--- config.mk ---
export PLATFORM = sky130hd
export DESIGN_NAME = rr_arbiter_eight
export DESIGN_NICKNAME = d
export VERILOG_FILES = /design/src/rtl/arb_pkg.sv /design/src/rtl/gnt_decoder.sv /design/src/rtl/rr_arbiter_eight.sv
export SDC_FILE = /design/constraint.sdc
export NUM_CORES = 1
export LEC_CHECK = 0
export ABC_AREA = 1
export ABC_CLOCK_PERIOD_IN_PS = 6300
export BUFFER_PORTS_ARGS = -buffer_cell sky130_fd_sc_hd__buf_2
export CAP_MARGIN = 20
export CORE_MARGIN = 2
export CORE_UTILIZATION = 55
export CTS_CLUSTER_SIZE = 24
export DETAILED_ROUTE_END_ITERATION = 16
export GPL_TIMING_DRIVEN = 0
export PLACE_DENSITY = 0.8
export SLEW_MARGIN = 15
export SYNTH_ARGS = -nofsm -noshare
export SYNTH_HDL_FRONTEND = slang
export SYNTH_SLANG_ARGS = --single-unit
--- constraint.sdc ---
create_clock -name clk -period 6.3 [get_ports clk]
set_input_delay 0 -clock clk [delete_from_list [all_inputs] [get_ports clk]]
set_output_delay 0 -clock clk [all_outputs]
set_load 0.02 [all_outputs]
--- src/rtl/arb_pkg.sv ---
// Shared types, sizes and the circular priority pick for the eight-way round-robin arbiter.
package arb_pkg;

    localparam int unsigned N_REQ = 8;
    localparam int unsigned IDX_W = 3;

    typedef logic [0:0] state_t;
    localparam state_t IDLE  = 1'b0;
    localparam state_t GRANT = 1'b1;

    // First set request bit scanning circularly from ptr; the scan runs backwards so the
    // smallest offset from ptr is the last (winning) assignment.
    function automatic logic [IDX_W-1:0] rr_pick(
        input logic [N_REQ-1:0] req,
        input logic [IDX_W-1:0] ptr
    );
        logic [IDX_W-1:0] idx;
        rr_pick = ptr;
        for (int i = N_REQ - 1; i >= 0; i--) begin
            idx = ptr + IDX_W'(i);
            if (req[idx]) begin
                rr_pick = idx;
            end
        end
    endfunction

endpackage

--- src/rtl/gnt_decoder.sv ---
// Enable-gated 3-to-8 one-hot decoder; all outputs low while enable is low.
module gnt_decoder
    import arb_pkg::*;
(
    input  logic             en,
    input  logic [IDX_W-1:0] idx,
    output logic [N_REQ-1:0] onehot
);

    assign onehot = en ? (N_REQ'(1) << idx) : '0;

endmodule

--- src/rtl/rr_arbiter_eight.sv ---
// Eight-requester round-robin arbiter with locked grants.
// Build option RR_ARB_TIMEOUT_EN adds a hold counter that force-releases after MAX_HOLD cycles.
module rr_arbiter_eight
    import arb_pkg::*;
#(
    parameter int unsigned MAX_HOLD = 16
) (
    input  logic             clk,
    input  logic             rst,
    input  logic [N_REQ-1:0] req,
    output logic [N_REQ-1:0] gnt,
    output logic [IDX_W-1:0] gnt_idx,
    output logic             gnt_valid,
    output logic             timeout
);

    state_t           state;
    state_t           state_nxt;
    logic [IDX_W-1:0] ptr;
    logic [IDX_W-1:0] ptr_nxt;
    logic [IDX_W-1:0] idx_nxt;
    logic             timeout_nxt;
    logic             hold_expired;

`ifdef RR_ARB_TIMEOUT_EN
    localparam logic [7:0] HOLD_LAST = 8'(MAX_HOLD - 1);

    logic [7:0] hold_cnt;

    // Held at zero in IDLE so the first GRANT cycle always starts from zero.
    always_ff @(posedge clk) begin
        if (rst) begin
            hold_cnt <= 8'd0;
        end else if (state == IDLE) begin
            hold_cnt <= 8'd0;
        end else begin
            hold_cnt <= hold_cnt + 8'd1;
        end
    end

    assign hold_expired = (hold_cnt == HOLD_LAST);
`else
    logic unused_max_hold;

    assign unused_max_hold = (MAX_HOLD != 0);
    assign hold_expired    = 1'b0;
`endif

    always_ff @(posedge clk) begin
        if (rst) begin
            state   <= IDLE;
            ptr     <= '0;
            gnt_idx <= '0;
            timeout <= 1'b0;
        end else begin
            state   <= state_nxt;
            ptr     <= ptr_nxt;
            gnt_idx <= idx_nxt;
            timeout <= timeout_nxt;
        end
    end

    // Release (voluntary or forced) always returns to IDLE before the next arbitration.
    always_comb begin
        state_nxt   = state;
        ptr_nxt     = ptr;
        idx_nxt     = gnt_idx;
        timeout_nxt = 1'b0;
        case (state)
            IDLE: begin
                if (|req) begin
                    idx_nxt   = rr_pick(req, ptr);
                    state_nxt = GRANT;
                end
            end
            GRANT: begin
                if (!req[gnt_idx] || hold_expired) begin
                    state_nxt   = IDLE;
                    ptr_nxt     = gnt_idx + IDX_W'(1);
                    timeout_nxt = req[gnt_idx] & hold_expired;
                end
            end
            default: state_nxt = IDLE;
        endcase
    end

    assign gnt_valid = (state == GRANT);

    gnt_decoder u_gnt_decoder (
        .en     (gnt_valid),
        .idx    (gnt_idx),
        .onehot (gnt)
    );

endmodule
# After elaboration in Yosys (flattened, before gate mapping)
# Index checks and enable logic that the tools add are counted.
[classes]
addsub = 8
order_cmp = 9
n_shift = 1
n_mux = 30
n_bitwise = 2
reduce_logical = 3
[ops]
columns = ["operator", "count"]
rows = [
  ["< comparator 3 x 4 -> 1 bit, second input constant", 9],
  ["binary-select mux 1 bit (select 3 bit)", 9],
  ["two-way mux 3 bit", 8],
  ["adder 3 bit, second input constant", 4],
  ["two-way mux 1 bit", 11],
  ["two-way mux 8 bit", 1],
  ["OR reduction 8 bit", 1],
  ["<< shifter 1 x 3 -> 8 bit, first input constant", 1],
  ["adder 3 x 1 -> 3 bit, second input constant", 2],
  ["adder 3 x 2 -> 3 bit, second input constant", 2],
  ["AND reduction 2 bit", 2],
  ["inverter 1 bit", 2],
  ["one-hot mux 1 bit (2 select lines)", 1],
]
[word_totals]
regBits = 7
input_bits = 10
out_inout_bits = 13
elab_cells = 56

# Longest topological paths before layout
# Gate-level depths: netlist of the first run.
[logic_depth]
ltp_word = 11
mapped_depth = 20

# Hierarchy
# Synthesis of the first run repeated with hierarchy kept, for this count alone.
[hier_totals]
cells_unflattened = 197
area_unflattened_um2 = 1189.9
[modules_own_cells]
columns = ["mod", "instances", "cells_per_inst", "area_each_um2", "seq_area_each_um2"]
rows = [
  ["rr_arbiter_eight", 1, 180, 1126.1, 140.1],
  ["gnt_decoder", 1, 17, 63.8, 0.0],
]

# Worst setup path before layout of the first run
# OpenSTA, ideal clock, no wires.
[synth_timing]
kind = "flip-flop to flip-flop"
start = "register ptr[0]"
end = "register gnt_idx[0]"
setup_ns = 0.117
arrival_time_ns = 1.860
t_required_ns = 6.183
slack_ns = 4.323
stages_incl_launch_ff = 19
cell_sequence = "dfxtp_1 buf_6 inv_4 buf_8 ha_1 inv_2 nand3_1 nand3_2 nand2_1 nand2_1 nand2_1 nand2_1 nand2_1 nand2_1 nand2_2 nand3_1 nand2_1 nor2_1 nor2_1"
[synth_between]
elab_chain_len = 11
word_cells_on_any_way = 31
classes_between = "add/sub: 7; mux: 24"
[synth_rtl]
columns = ["element", "line", "rtl"]
rows = [
  ["start, declared", "rr_arbiter_eight.sv:19", "logic [IDX_W-1:0] ptr;"],
  ["start signal, assigned", "rr_arbiter_eight.sv:57", "ptr <= ptr_nxt;"],
  ["adder 3 bit", "arb_pkg.sv:20", "idx = ptr + IDX_W'(i);"],
  ["binary-select mux 1 bit (select 3 bit)", "arb_pkg.sv:21", "if (req[idx]) begin"],
  ["two-way mux 1 bit (implied by the code)", "arb_pkg.sv:21", ""],
  ["two-way mux 3 bit (7 in series)", "arb_pkg.sv:21", ""],
  ["two-way mux 3 bit (*)", "arb_pkg.sv:21", ""],
  ["end signal, assigned", "rr_arbiter_eight.sv:58", "gnt_idx <= idx_nxt;"],
  ["end, declared", "rr_arbiter_eight.sv:12", "output logic [IDX_W-1:0] gnt_idx,"],
]
# Mark *: on every way between the ends. The rest lies on a longest branch, timed or not. The select of a mux whose other input is x is not followed.
# A chain may end at the register's enable or synchronous reset.

# Worst setup path in the final report of the first run
# Ends and elaborated chain as after synthesis.

==> results.cfg, run 1 <==
[status]
status = complete, no violations

[finish]
area_growth_pct = 15.4
regArea_um2 = 140
final_layout_size_suffix_gt1_share_pct = 26.7
layout.cells.non_filler = 244
fillers = 186
antenna_cells = 0
multi_input_area_um2 = 833
nets = 236
final_common_cell = nand2_1
final_cell_mix = 44 x nand2_1, 30 x nand3_1, 24 x inv_1

[synth]
ys_types = 26
synth_ff_type = dfxtp_1
synth_edf_count = 0
syn_area_mm2 = 0.00114
syn_nets = 209
async_reset_ff_share_pct = 0
synth_area_per_cell_um2 = 5.95
synth_seq_cells = 7
yosysSeqAreaShare_pct = 12.3
yosysWarningCount = 0
syn_inst = 191

[floorplan]
die_area_mm2 = 0.00245
ioPinCount = 23
initial_core_util_pct = 58.0
die_w_um = 49.5
die_h_um = 49.5
core_mm2 = 0.00196
rows = 16

[power]
p_sw_uw = 482
p_leak_uw = 0.000739
power_density_mw_per_mm2 = 611
netSwitchingFraction_pct = 60.1
power.share.clock_pct = 5.3
p_comb_share_pct = 84.2
power_frac_seq_pct = 10.5
ir_drop_uv = 320
p_int_uw = 321

[routing]
drt_iter0_markers = 55
routed-wl-met2_um = 1500
routed.top_layer = met4
routed-via-count = 1321
drc = 0
via_per_inst = 5.41
m1WireLength_um = 1280
dr.pass1.iters = 4
wl_um = 3060
ant_nets = 0
wl_per_cell_um = 12.5
wl_met3_um = 220

[critical_path]
critPathBufInv = 4
cpMostUsedCell = nand2_1
crit_path_start_kind = flip-flop
rr_startpoint = ptr[0]
worstSetupEndpointType = flip-flop
path_delay_family = simple AND/OR/NAND/NOR gates
cp_max_fo = 10
critPathKind = flip-flop to flip-flop
ff2ff_setup_slack_ns = 4.01
crit_chain = buf_6 -> inv_4 -> buf_8 -> ha_1 -> inv_2 -> nand3_1 -> nand3_2 -> nand2_1 -> nand2_1 -> nand2_1 -> nand2_1 -> nand2_1 -> nand2_1 -> nand2_2 -> nand3_1 -> nand2_1 -> nor2_1 -> nor2_1
cp_data_required_time_ns = 6.44
startpoint = ptr[0]
crit_end = gnt_idx[0]
rr_worst_depth = 18
arrival_ns = 2.43
max_stage_delay_ns = 0.41
cp_slowest_cell = ha_1
cp.depth = 18
regToRegEndpoint = gnt_idx[0]

[sta]
fin_crit_ns = 2.29
skew_ns = 0.00551
rsz0062_at_grt = false
slew_viol_final = 0
fin_crit_sh_pct = 36.4
finalSetupViolCount = 0
clock.fmax_mhz = 436
finalHoldViolCount = 0
setup_tns_ns = 0

[global_route]
antenna_found_initial = 0
grt_max_degree = 11
grt_pass1_vias = 1204
grt_first_pass_wirelength_um = 5240
track_usage_pct = 26.9
overflow = 0

[placement]
dp_cells = 239
gp_congestion = 0.919
hpwlAfterDp_um = 2360
portBuffers = 21

[clocking]
cts.sink_count = 7
cts.repair.resized = 0
worstSkewPairLatency_ns = 0.26
htree_levels = 1
cts_tree = built
postCtsSetupBuffers = 0
cts_buffers = 3
clk_pin_slew_ns = 0.06
cts_root_buf = clkbuf_4
clock_path_buffers = 2

[flow_run]
maxCapViolations = 0

[hold_path]
hold_path_class = primary input to flip-flop
worstHoldStart = req[4]
[power groups by stage]
stage / Sequential [µW] / Clock, µW / Combinational, µW
floorplan: 90.2 / 0 / 529
global placement: 83.9 / 0 / 642
detailed placement: 84.1 / 0 / 664
CTS: 83.9 / 43.6 / 667
global route: 87.9 / 44.5 / 770
finish: 84.4 / 42.5 / 676
[stage by stage]
stage	hold WS, ns	utilization [%]	worst slack [ns]	total power, µW	cell area [µm²]
2_1_floorplan	0.0624	-	4.32	619	1140
3_3_place_gp	0.192	65.1	4.10	726	1280
3_5_place_dp	0.198	65.1	4.05	748	1280
4_1_cts	0.295	66.9	4.02	795	1310
5_1_grt	0.380	66.9	3.71	902	1310
6_report	0.310	66.9	4.01	803	1310
[kinds of logic after synthesis]
group | count (synthesis) | synth area share (%)
AND/OR/NAND/NOR | 111 | 47.7
XOR/XNOR | 3 | 2.97
flip-flops | 7 | 12.3
buffers and inverters | 35 | 14.4
other | 1 | 0.330
AO/OA/AOI/OAI | 26 | 13.4
adder cells (fa/ha/maj) | 8 | 8.80
[layout make-up]
type / instances / share of cell area (%)
plain buffers: 5 / 3.72
flip-flops and latches: 7 / 10.7
clock buffers: 4 / 2.00
well taps: 27 / 2.57
inverters: 30 / 8.77
repair buffers: 22 / 8.77
multi-input cells: 149 / 63.5
[worst min-delay path by stage]
| stage | end | depth (start not counted) |
|---|---|---|
| after detailed placement | gnt_idx[1] | 2 |
| after global routing | gnt_idx[2] | 5 |
| final | gnt_idx[2] | 5 |
| after floorplan | gnt_idx[1] | 1 |
| after CTS | gnt_idx[2] | 5 |
| after global placement | gnt_idx[1] | 2 |
[sequential cells by signal, indices dropped and copies added (netlist names)]
register	cells
gnt_idx	3
ptr	3
gnt_valid	1
[worst min-delay path, delay by kind of cell]
kind	cells	cell delay [ns]
buf+inv	1	0.12
simple gates	2	0.19
compound gates	2	0.22
[cells in the mapped netlist, types with 2 or more instances]
master	count	area share, %
nand2_1	44	15
nand3_1	30	13
inv_1	24	7.9
nor2_1	15	5.0
a21oi_1	10	4.4
nand2_2	10	5.5
nand3_2	9	7.9
o21ai_0	9	4.0
ha_1	8	8.8
dfxtp_1	7	12
inv_2	5	1.7
a21oi_2	3	2.3
buf_4	3	2.0
nor4_1	2	1.1
[what timing repair did]
action | 4_1_cts | 5_1_grt
endpoints found under the setup margin | 0 | 0
hold buffers | 1 | 0
hold endpoints to repair | 2 | 0
[metal layers]
| metal | vias up | global-route usage, % |
|---|---|---|
| li1 | 669 | - |
| met1 | 592 | 35.7 |
| met2 | 54 | 46.8 |
| met3 | 6 | 1.21 |
| met4 | 0 | 8.33 |
| met5 | - | 0 |
Note: power is estimated with default switching activity, not from simulation.
==> run 2: changes to the inputs <==
--- a/config.mk
+++ b/config.mk
@@ -5,8 +5,8 @@
 export SDC_FILE = /design/constraint.sdc
 export NUM_CORES = 1
 export LEC_CHECK = 0
-export ABC_AREA = 1
-export ABC_CLOCK_PERIOD_IN_PS = 6300
+export ABC_AREA = 0
+export ABC_CLOCK_PERIOD_IN_PS = 2300
 export BUFFER_PORTS_ARGS = -buffer_cell sky130_fd_sc_hd__buf_2
 export CAP_MARGIN = 20
 export CORE_MARGIN = 2
@@ -14,7 +14,7 @@
 export CTS_CLUSTER_SIZE = 24
 export DETAILED_ROUTE_END_ITERATION = 16
 export GPL_TIMING_DRIVEN = 0
-export PLACE_DENSITY = 0.8
+export PLACE_DENSITY = 0.78
 export SLEW_MARGIN = 15
 export SYNTH_ARGS = -nofsm -noshare
 export SYNTH_HDL_FRONTEND = slang
==> constraint.sdc (replaced) <==
create_clock -name clk -period 2.3 [get_ports clk]
set_input_delay 0 -clock clk [delete_from_list [all_inputs] [get_ports clk]]
set_output_delay 0 -clock clk [all_outputs]
set_load 0.02 [all_outputs]
==> results.cfg, run 2 <==
[synth]
synth_ff_type = dfxtp_1
syn_nets = 181
synth_area_per_cell_um2 = 8.51
async_reset_ff_share_pct = 0
synthTopCellsByArea = mux4_2 21%, dfxtp_1 10%, ha_1 7.2%, mux2i_1 7.2%, nand2_1 4.3%
ys_types = 50
synth.most_common_cell = nand2_1
syn_area_mm2 = 0.00139
synth_commonest_cells = 16 x nand2_1, 13 x mux4_2, 12 x nor2_1, 10 x mux2i_1
synth_top_area_share_pct = 21.1
yosysSeqAreaShare_pct = 10.1
syn_inst = 163
synth_edf_count = 0
yosysWarningCount = 0
synth_seq_cells = 7
synth.largest_area_cell = mux4_2

[sta]
max_slew_margin_pct = 52.4
clock.fmax_mhz = 410
worst_slew_pin_slew_ns = 0.714
skew_ns = 0.00205
fin_crit_sh_pct = 106
finalSetupViolCount = 3
slew_viol_final = 0
rsz0062_at_grt = true
layout_setup_ws_ns = -0.141
fin_crit_ns = 2.44
finalHoldViolCount = 0

[clocking]
clk_pin_slew_ns = 0.06
worstSkewPairLatency_ns = 0.26
cts_root_buf = clkbuf_4
cts_tree = built
htree_levels = 1
cts.sink_count = 7
cts_buffers = 3
clock_path_buffers = 2
cts_hold_buf = 0

[finish]
final_layout_size_suffix_gt1_share_pct = 38.5
antenna_cells = 0
design_area_mm2 = 0.00170
fin_util_pct = 69.8
area_growth_pct = 22.3
final_cell_mix = 20 x buf_2, 15 x nand2_1, 13 x mux4_2
fillers = 190
final_common_cell = buf_2
nets = 211
layout.cells.non_filler = 222

[placement]
hpwlAfterDp_um = 2970
placed_cell_area_mm2 = 0.00156
dp_cells = 211
gp_congestion = 0.879
place_ws_ns = -0.363
portBuffers = 18

[floorplan]
die_area_mm2 = 0.00294
core_mm2 = 0.00243
die_h_um = 54.2
rows = 18
ioPinCount = 23
initial_core_util_pct = 57.0
die_w_um = 54.2

[critical_path]
path_delay_family = multiplexers
crit_chain = buf_12 -> inv_6 -> ha_4 -> mux2_4 -> mux4_2 -> a211o_1 -> nand3_2 -> a311oi_2 -> nor4b_2
critPathKind = flip-flop to flip-flop
crit_end = gnt_idx[1]
arrival_ns = 2.62
cp.depth = 9
regToRegEndpoint = gnt_idx[1]
startpoint = ptr[0]
max_stage_delay_ns = 0.55
worstSetupEndpointType = flip-flop
cp_slowest_cell = mux4_2
crit_path_start_kind = flip-flop
rr_startpoint = ptr[0]
ff2ff_setup_slack_ns = -0.14
rr_worst_depth = 9
cp_data_required_time_ns = 2.47
cp_max_fo = 7
critPathBufInv = 2

[routing]
drc = 0
dr.pass1.iters = 5
routed-via-count = 1501
drt_iter0_markers = 66
wl_um = 4300
via_per_inst = 6.76
ant_nets = 0
wl_per_cell_um = 19.3

[power]
ir_drop_uv = 780
netSwitchingFraction_pct = 49.1
p_leak_uw = 0.000690
power_density_mw_per_mm2 = 1200
p_total_uw = 2030
power_frac_seq_pct = 11.5
p_comb_share_pct = 82.7
power.share.clock_pct = 5.8
p_sw_uw = 999
p_int_uw = 1040

[global_route]
grt_first_pass_wirelength_um = 6550
track_usage_pct = 31.4
grt_max_degree = 11
antenna_found_initial = 0
overflow = 0
grt_pass1_vias = 1365

[flow_run]
maxCapViolations = 0

[status]
status = finished, violations left
violations = setup timing

[hold_path]
hold_path_class = primary input to flip-flop
==> run 2: how the worst min path moves through the flow <==
stage,start,to,slack [ns],depth (start not counted)
floorplan,rst,ptr[0],0.30,2
global placement,rst,ptr[0],0.37,2
detailed placement,rst,ptr[0],0.40,2
CTS,rst,ptr[0],0.12,2
global route,rst,ptr[0],0.17,2
finish,rst,ptr[0],0.15,2
==> run 2: kinds of logic (layout without fill, tap and decap cells) <==
logic type,after synthesis,after routing,share of synthesized area (%)
xor+xnor,2,2,1.26
other cells,1,1,0.270
compound gates,33,33,17.4
simple gates,57,57,20.5
flops,7,7,10.1
buf+inv,24,53,7.93
mux,31,31,35.3
fa+ha+maj,8,8,7.21
==> run 2: cell type report <==
| cell class | instances | area [µm²] | share of cell area (%) |
|---|---|---|---|
| Tap cell | 30 | 37.5 | 2.21 |
| Inverter | 9 | 38.8 | 2.29 |
| Sequential cell | 7 | 145 | 8.55 |
| Clock buffer | 4 | 26.3 | 1.55 |
| Buffer | 12 | 71.3 | 4.20 |
| Timing Repair Buffer | 28 | 169 | 9.96 |
| Multi-Input combinational cell | 132 | 1210 | 71.2 |
==> run 2: power by group through the flow <==
stage                     clock network (µW)  registers, µW  logic [µW]
after floorplan                            0            250        1150
after global placement                     0            231        1400
after detailed placement                   0            233        1450
after CTS                                119            234        1600
after global routing                     127            243        1810
final                                    119            234        1680
==> run 2: per-stage QoR <==
| step | TNS, ns | hold WS [ns] |
|---|---|---|
| final | -0.326 | 0.149 |
| after global routing | -0.601 | 0.168 |
| after floorplan | -0.239 | 0.301 |
| after detailed placement | -1.02 | 0.397 |
| after global placement | -0.874 | 0.368 |
| after CTS | -0.260 | 0.123 |
==> run 2: what timing repair did <==
| action | in CTS | in global routing |
|---|---|---|
| pin swaps | 6 | 4 |
| buffers inserted | 9 | 1 |
| hold endpoints to repair | 0 | 0 |
| endpoints found under the setup margin | 3 | 3 |
| resized for setup | 11 | 8 |
==> run 2: routing by layer <==
layer | vias to the layer above | part of all wire (%) | track usage, %
met5 | - | 0 | 0
met4 | 0 | 1.5 | 4.58
met3 | 12 | 9.5 | 6.28
met2 | 95 | 52 | 53.6
met1 | 714 | 37 | 41.9
li1 | 680 | - | -
